<file path="config.mk">
export PLATFORM = sky130hd
export DESIGN_NAME = traf_phase_sched
export DESIGN_NICKNAME = d
export VERILOG_FILES = /design/src/rtl/traf_pkg.sv /design/src/rtl/traf_sec_prescaler.sv /design/src/rtl/traf_phase_sched.sv
export SDC_FILE = /design/constraint.sdc
export NUM_CORES = 1
export LEC_CHECK = 0
export CAP_MARGIN = 10
export CORE_ASPECT_RATIO = 0.5
export CORE_MARGIN = 5
export CORE_UTILIZATION = 50
export CTS_CLUSTER_SIZE = 25
export DETAILED_ROUTE_END_ITERATION = 8
export GPL_ROUTABILITY_DRIVEN = 0
export PLACE_DENSITY_LB_ADDON = 0.15
export SYNTH_ARGS = -nofsm -noshare
export SYNTH_HDL_FRONTEND = slang
export SYNTH_SLANG_ARGS = --single-unit
</file>
<file path="constraint.sdc">
create_clock -name Clk -period 2 [get_ports Clk]
set_input_delay 0.4 -clock Clk [delete_from_list [all_inputs] [get_ports Clk]]
set_output_delay 0.4 -clock Clk [all_outputs]
set_load 0.02 [all_outputs]
</file>
<file path="src/rtl/traf_pkg.sv">
// Shared definitions for the traffic phase scheduler: phase codes, lamp patterns, BCD helpers.
// Works with or without TRAF_EMERG_EN; the HOLD code exists here either way but is only reachable when it is defined.
package traf_pkg;

    localparam logic [2:0] PH_G1   = 3'd0;
    localparam logic [2:0] PH_Y1   = 3'd1;
    localparam logic [2:0] PH_AR1  = 3'd2;
    localparam logic [2:0] PH_G2   = 3'd3;
    localparam logic [2:0] PH_Y2   = 3'd4;
    localparam logic [2:0] PH_AR2  = 3'd5;
    localparam logic [2:0] PH_HOLD = 3'd6;

    typedef enum logic [2:0] {
        ST_G1   = PH_G1,
        ST_Y1   = PH_Y1,
        ST_AR1  = PH_AR1,
        ST_G2   = PH_G2,
        ST_Y2   = PH_Y2,
        ST_AR2  = PH_AR2,
        ST_HOLD = PH_HOLD
    } state_t;

    // Lamp vector order: {red1, yellow1, green1, red2, yellow2, green2}
    localparam logic [5:0] LAMP_G1  = 6'b001_100;
    localparam logic [5:0] LAMP_Y1  = 6'b010_100;
    localparam logic [5:0] LAMP_RED = 6'b100_100;
    localparam logic [5:0] LAMP_G2  = 6'b100_001;
    localparam logic [5:0] LAMP_Y2  = 6'b100_010;

    typedef struct packed {
        logic [3:0] tens;
        logic [3:0] ones;
    } bcd2_t;

    function automatic bcd2_t to_bcd(input int v);
        bcd2_t r;
        r.tens = 4'(v / 10);
        r.ones = 4'(v % 10);
        return r;
    endfunction

    function automatic bcd2_t bcd_dec(input bcd2_t v);
        bcd2_t r;
        if (v.ones == 4'd0) begin
            r.ones = 4'd9;
            r.tens = v.tens - 4'd1;
        end else begin
            r.ones = v.ones - 4'd1;
            r.tens = v.tens;
        end
        return r;
    endfunction

    function automatic logic [5:0] lamps_of(input state_t s);
        case (s)
            ST_G1:   return LAMP_G1;
            ST_Y1:   return LAMP_Y1;
            ST_G2:   return LAMP_G2;
            ST_Y2:   return LAMP_Y2;
            default: return LAMP_RED;
        endcase
    endfunction

endpackage

</file>
<file path="src/rtl/traf_sec_prescaler.sv">
// One-second tick generator: counts 0..CLK_DIV-1 and pulses Sec_tick on the last count.
module traf_sec_prescaler #(
    parameter int CLK_DIV = 50000000
) (
    input  logic Clk,
    input  logic Reset,
    output logic Sec_tick
);

    localparam int CW = (CLK_DIV > 1) ? $clog2(CLK_DIV) : 1;
    localparam logic [CW-1:0] LAST = CW'(CLK_DIV - 1);

    logic [CW-1:0] cnt;

    // NOTE: sequential state uses non-blocking assignments so every register samples pre-edge values.
    always_ff @(posedge Clk) begin
        if (Reset)
            cnt <= '0;
        else if (cnt == LAST)
            cnt <= '0;
        else
            cnt <= cnt + 1'b1;
    end

    assign Sec_tick = (cnt == LAST);

endmodule

</file>
<file path="src/rtl/traf_phase_sched.sv">
// Two-road traffic phase scheduler with BCD countdown and request truncation of greens.
// Define TRAF_EMERG_EN to add the Emerg input and the all-red HOLD phase.
module traf_phase_sched
    import traf_pkg::*;
#(
    parameter int CLK_DIV   = 50000000,
    parameter int G1_TIME   = 25,
    parameter int G2_TIME   = 20,
    parameter int Y_TIME    = 5,
    parameter int AR_TIME   = 2,
    parameter int MIN_GREEN = 5
) (
    input  logic       Clk,
    input  logic       Reset,
    input  logic       Req1,
    input  logic       Req2,
`ifdef TRAF_EMERG_EN
    input  logic       Emerg,
`endif
    output logic       Red1,
    output logic       Yellow1,
    output logic       Green1,
    output logic       Red2,
    output logic       Yellow2,
    output logic       Green2,
    output logic [3:0] Cnt_tens,
    output logic [3:0] Cnt_ones,
    output logic [2:0] Phase,
    output logic       Sec_tick
);

    localparam bcd2_t G1_BCD  = to_bcd(G1_TIME);
    localparam bcd2_t G2_BCD  = to_bcd(G2_TIME);
    localparam bcd2_t Y_BCD   = to_bcd(Y_TIME);
    localparam bcd2_t AR_BCD  = to_bcd(AR_TIME);
    localparam bcd2_t MIN_BCD = to_bcd(MIN_GREEN);
    localparam bcd2_t ONE_BCD = to_bcd(1);

    state_t     state, state_nx;
    bcd2_t      cnt, cnt_nx;
    logic [5:0] lamps;
    logic       trunc;

    traf_sec_prescaler #(.CLK_DIV(CLK_DIV)) u_presc (
        .Clk      (Clk),
        .Reset    (Reset),
        .Sec_tick (Sec_tick)
    );

    function automatic state_t next_of(input state_t s);
        case (s)
            ST_G1:   return ST_Y1;
            ST_Y1:   return ST_AR1;
            ST_AR1:  return ST_G2;
            ST_G2:   return ST_Y2;
            ST_Y2:   return ST_AR2;
            default: return ST_G1;
        endcase
    endfunction

    function automatic bcd2_t dur_of(input state_t s);
        case (s)
            ST_Y1, ST_Y2:   return Y_BCD;
            ST_AR1, ST_AR2: return AR_BCD;
            ST_G2:          return G2_BCD;
            default:        return G1_BCD;
        endcase
    endfunction

    // Valid BCD pairs order the same way as their packed 8-bit value.
    assign trunc = ((state == ST_G1 && Req2) || (state == ST_G2 && Req1))
                   && (8'(cnt) > 8'(MIN_BCD));

    // NOTE: every combinational output gets a default first so no path can infer a latch.
    always_comb begin
        state_nx = state;
        cnt_nx   = cnt;
`ifdef TRAF_EMERG_EN
        if (Emerg && (state == ST_G1 || state == ST_G2)) begin
            state_nx = next_of(state);
            cnt_nx   = Y_BCD;
        end else if (state == ST_HOLD) begin
            if (!Emerg) begin
                state_nx = ST_G1;
                cnt_nx   = G1_BCD;
            end
        end else
`endif
        if (trunc) begin
            cnt_nx = MIN_BCD;
        end else if (Sec_tick) begin
            if (cnt == ONE_BCD) begin
`ifdef TRAF_EMERG_EN
                if (Emerg && (state == ST_AR1 || state == ST_AR2)) begin
                    state_nx = ST_HOLD;
                    cnt_nx   = '0;
                end else
`endif
                begin
                    state_nx = next_of(state);
                    cnt_nx   = dur_of(next_of(state));
                end
            end else begin
                cnt_nx = bcd_dec(cnt);
            end
        end
    end

    // Lamps are registered from the next state so they stay aligned with the state register.
    always_ff @(posedge Clk) begin
        if (Reset) begin
            state <= ST_G1;
            cnt   <= G1_BCD;
            lamps <= LAMP_G1;
        end else begin
            state <= state_nx;
            cnt   <= cnt_nx;
            lamps <= lamps_of(state_nx);
        end
    end

    assign {Red1, Yellow1, Green1, Red2, Yellow2, Green2} = lamps;
    assign Cnt_tens = cnt.tens;
    assign Cnt_ones = cnt.ones;
    assign Phase    = state;

endmodule
</file>
==> implementation parameters <==
Parameter                              Value

Critical path
  Slowest cell delay on critical path    0.56 ns
  Worst reg-to-reg setup slack    -0.10 ns
  Arrival time of data at the critical path endpoint    1.75 ns
  Critical Path Stages    5
  Cell Chain, Critical Path    nand4_1 > or4_4 > or2_4 > inv_4 > buf_6
  Crit Path Class    reg -> out
  Max FO, Critical Path    2
  Cell family with the largest share of critical-path delay    simple AND/OR/NAND/NOR gates
  Crit. End Element    primary output
  Launch point of the worst path    u_presc.cnt[21]$_SDFF_PP0_
  Worst r2r path cells    6
  Critical R2R Capture    Cnt_tens[0]$_SDFFE_PP0P_
  Slowest library cell on the worst path    sky130_fd_sc_hd__or4_4
  Endpoint of the most critical setup path    Sec_tick
  Buffers & Inverters on Critical Path    2
  Startpoint Class    flip-flop
  Required time at the worst-slack endpoint    1.60 ns
  Reg2Reg Launch Point    u_presc.cnt[21]$_SDFF_PP0_

Clocking
  TritonCTS clock tree    done
  Maximum root-to-sink buffer count    2
  Clock transition at the registers of the reported paths    0.08 ns
  CTS sink count    43
  Cts bufs inserted    5
  Clock latency reported for the late side of the worst-skew pair    0.29 ns
  Root Buffer    sky130_fd_sc_hd__clkbuf_8
  H-tree levels    2
  Hold-fix buffer count after cts    0

Timing
  Peak Freq    0.465 GHz
  Clock tree skew after final layout    0.00303 ns
  Final critical-path share of the clock period    108%
  Slew Viols, Final    0
  Pin slew with the least headroom to its limit    0.382 ns
  Max_slew headroom    74.5%
  Post-route worst setup slack    -0.150 ns
  Time the worst path needs with I/O delays and setup    2.15 ns
  Fin. Hold Viols    0
  Setup repair after global routing missed its margin    true
  Endpoints failing setup    10

Routing
  Pre-Repair DR Iteration Count    4
  Highest metal layer with signal wires    met4
  Wirelength per Cell    13.8 µm
  Average via count per standard cell    5.37
  DRC violation count after routing    0
  Met2 routed WL    2420 µm
  Met3 routed WL    247 µm
  Drt total wl    5010 µm
  Routed vias    1943
  Number of nets still failing antenna checks after routing    0
  Starting DRT DRC Count    71
  Post-Route M1 WL    2320 µm

Synth
  Yosys synthesis warning count    0
  Syn_nets    242
  Synthesized area per cell    8.79 µm²
  Leading cell type by number of instances after synthesis    sky130_fd_sc_hd__dfxtp_1
  Number of synthesized flops with an enable pin    0
  Main synth FF type    sky130_fd_sc_hd__dfxtp_1
  Post-Synthesis Cells    236
  Ys async rst share    0%
  Share of the synthesized area in the top cell type    41.5%
  Biggest area contributors in the synthesized netlist    sky130_fd_sc_hd__dfxtp_1 (41%), sky130_fd_sc_hd__xor2_1 (7.2%), sky130_fd_sc_hd__nor2_1 (6.5%), sky130_fd_sc_hd__xnor2_1 (4.2%), sky130_fd_sc_hd__nand4_1 (3.3%)
  Share of synthesized area occupied by flip-flops and latches    41.5%
  Mapped Area    0.00207 mm²
  Synth cell types    53
  Cell accounting for the most synthesized area    sky130_fd_sc_hd__dfxtp_1
  Number of synthesized register bits    43
  Most frequent cells after synthesis    sky130_fd_sc_hd__dfxtp_1 (43), sky130_fd_sc_hd__nor2_1 (36), sky130_fd_sc_hd__xor2_1 (17)

Power and ir drop
  Leakage component of the power    0.00115 µW
  Worst vdd rail ir drop    0.302 mV
  Pwr Density    504 mW/mm²

Floorplan
  Overall die height    55.5 µm
  Count of standard-cell rows    16
  Width of the die    101 µm
  IO Pins    22
  Total core area    0.00394 mm²
  Starting Density    52.6%
  Floorplan die area    0.00562 mm²

Run status
  Status    finished with violations
  Failing checks    negative setup slack

Global routing
  Number of antenna violations at the first check in global routing    0
  Pin count of the biggest net entering global routing    26
  Vias in the first global route    1800
  Wire length of the first global-routing pass    8060 µm
  Leftover overflow at the end of global routing    0
  All-layer global routing usage    17.7%

Layout
  Final Net Count    313
  Register cell area after layout    871 µm²
  Layout-stage area growth over the synthesis result    41.9%
  Final cell area excluding filler cells    0.00294 mm²
  Layout cell share with drive strength beyond 1    31.5%
  Count of antenna diodes in the layout    0
  Total area of multi-input combinational cells    0.00123 mm²
  Total of fill cells in the finished design    290

Min path
  Min-Delay Path Depth    2
  Worst hold path class    reg -> reg

Placement
  Area after detailed placement    0.00268 mm²
  Number of buffers added on ports    21
  Post-Place Setup Slack    -0.373 ns
  Half-perimeter wire length after detailed placement    3420 µm

Run
  Total of max-cap violations    0
-- what timing repair did --
| action | CTS | global route |
|---|---|---|
| pin swaps | 13 | 6 |
| setup endpoints to repair | 15 | 41 |
| buffers inserted | 4 | 5 |
| cloned | 0 | 0 |
| gates resized for setup | 22 | 15 |
-- through the flow --
step | utilization (%) | power [µW] | hold WS (ns) | setup TNS [ns] | cells
finish | 74.6 | 1480 | 0.524 | -0.591 | 362
global route | 74.6 | 1540 | 0.534 | -1.44 | 362
CTS | 72.2 | 1490 | 0.509 | -0.753 | 357
detailed placement | 67.8 | 962 | 0.492 | -1.29 | 345
global placement | 67.8 | 959 | 0.483 | -0.917 | 345
floorplan | - | 927 | 0.408 | 0 | 236
-- final cells by class --
type,count,area share [%]
multi-input combinational,174,42.0
sequential,43,29.6
timing repair buffer,76,22.3
clock buffer,6,2.47
tap,54,2.30
inverter,7,0.978
clock inverter,2,0.425
-- tightest hold or removal path, stage by stage, from the launching register on --
cell and delay, ns:
sky130_fd_sc_hd__dfxtp_1 0.36, sky130_fd_sc_hd__o41ai_2 0.07, sky130_fd_sc_hd__a21oi_2 0.05
-- logic make-up after synthesis --
logic type,share of synthesized area (%)
and+or+nand+nor,30.3
DFF,41.5
AOI/OAI and AO/OA,10.1
xor gates and xnor gates,11.4
buffers and inverters,3.92
muxes,1.51
adders and majority gates,1.21
-- registers in the layout (all words and copies together) (netlist names) --
register,flops
lamps,6
Cnt_tens,4
Cnt_ones,4
Phase,3
u_presc.cnt,26
-- worst min-delay path by stage --
stage	from	to	slack, ns
2_1_floorplan	u_presc.cnt[0]$_SDFF_PP0_	u_presc.cnt[0]$_SDFF_PP0_	0.41
3_3_place_gp	Cnt_tens[3]$_SDFFE_PP0P_	Cnt_tens[3]$_SDFFE_PP0P_	0.48
3_5_place_dp	Cnt_tens[3]$_SDFFE_PP0P_	Cnt_tens[3]$_SDFFE_PP0P_	0.49
4_1_cts	Cnt_tens[0]$_SDFFE_PP0P_	Cnt_tens[0]$_SDFFE_PP0P_	0.51
5_1_grt	Cnt_tens[3]$_SDFFE_PP0P_	Cnt_tens[3]$_SDFFE_PP0P_	0.53
6_report	Cnt_tens[3]$_SDFFE_PP0P_	Cnt_tens[3]$_SDFFE_PP0P_	0.52
-- per-layer routing --
layer | global-route usage, % | vias up
li1 | - | 979
met1 | 22.4 | 924
met2 | 28.9 | 38
met3 | 6.16 | 2
met4 | 4.36 | 0
met5 | 0 | -
-- power by group --
part           switching [µW]  internal (µW)
Clock                     287            244
Sequential               7.06            863
Combinational            43.4           39.5
Total                     337           1150
-- cells in the final DEF (no fill, tap or decap), types with 2 or more instances in the layout --
cell type / count
sky130_fd_sc_hd__a21oi_1: 6
sky130_fd_sc_hd__a21oi_2: 5
sky130_fd_sc_hd__and2_1: 2
sky130_fd_sc_hd__and3_1: 5
sky130_fd_sc_hd__and4_1: 3
sky130_fd_sc_hd__buf_4: 49
sky130_fd_sc_hd__buf_6: 6
sky130_fd_sc_hd__clkbuf_8: 5
sky130_fd_sc_hd__clkdlybuf4s50_1: 20
sky130_fd_sc_hd__dfxtp_1: 35
sky130_fd_sc_hd__dfxtp_2: 8
sky130_fd_sc_hd__inv_1: 6
sky130_fd_sc_hd__mux2i_1: 2
sky130_fd_sc_hd__nand2_1: 9
sky130_fd_sc_hd__nand3_1: 10
sky130_fd_sc_hd__nand3_4: 2
sky130_fd_sc_hd__nand4_1: 11
sky130_fd_sc_hd__nor2_1: 36
sky130_fd_sc_hd__nor2b_1: 4
sky130_fd_sc_hd__nor3_1: 5
sky130_fd_sc_hd__nor3_4: 3
sky130_fd_sc_hd__nor3b_1: 2
sky130_fd_sc_hd__nor4_1: 2
sky130_fd_sc_hd__nor4b_1: 3
sky130_fd_sc_hd__o21ai_1: 3
sky130_fd_sc_hd__o31ai_1: 4
sky130_fd_sc_hd__or4_4: 3
sky130_fd_sc_hd__xnor2_1: 9
sky130_fd_sc_hd__xor2_1: 17
Power figures use the tool's default switching activity.
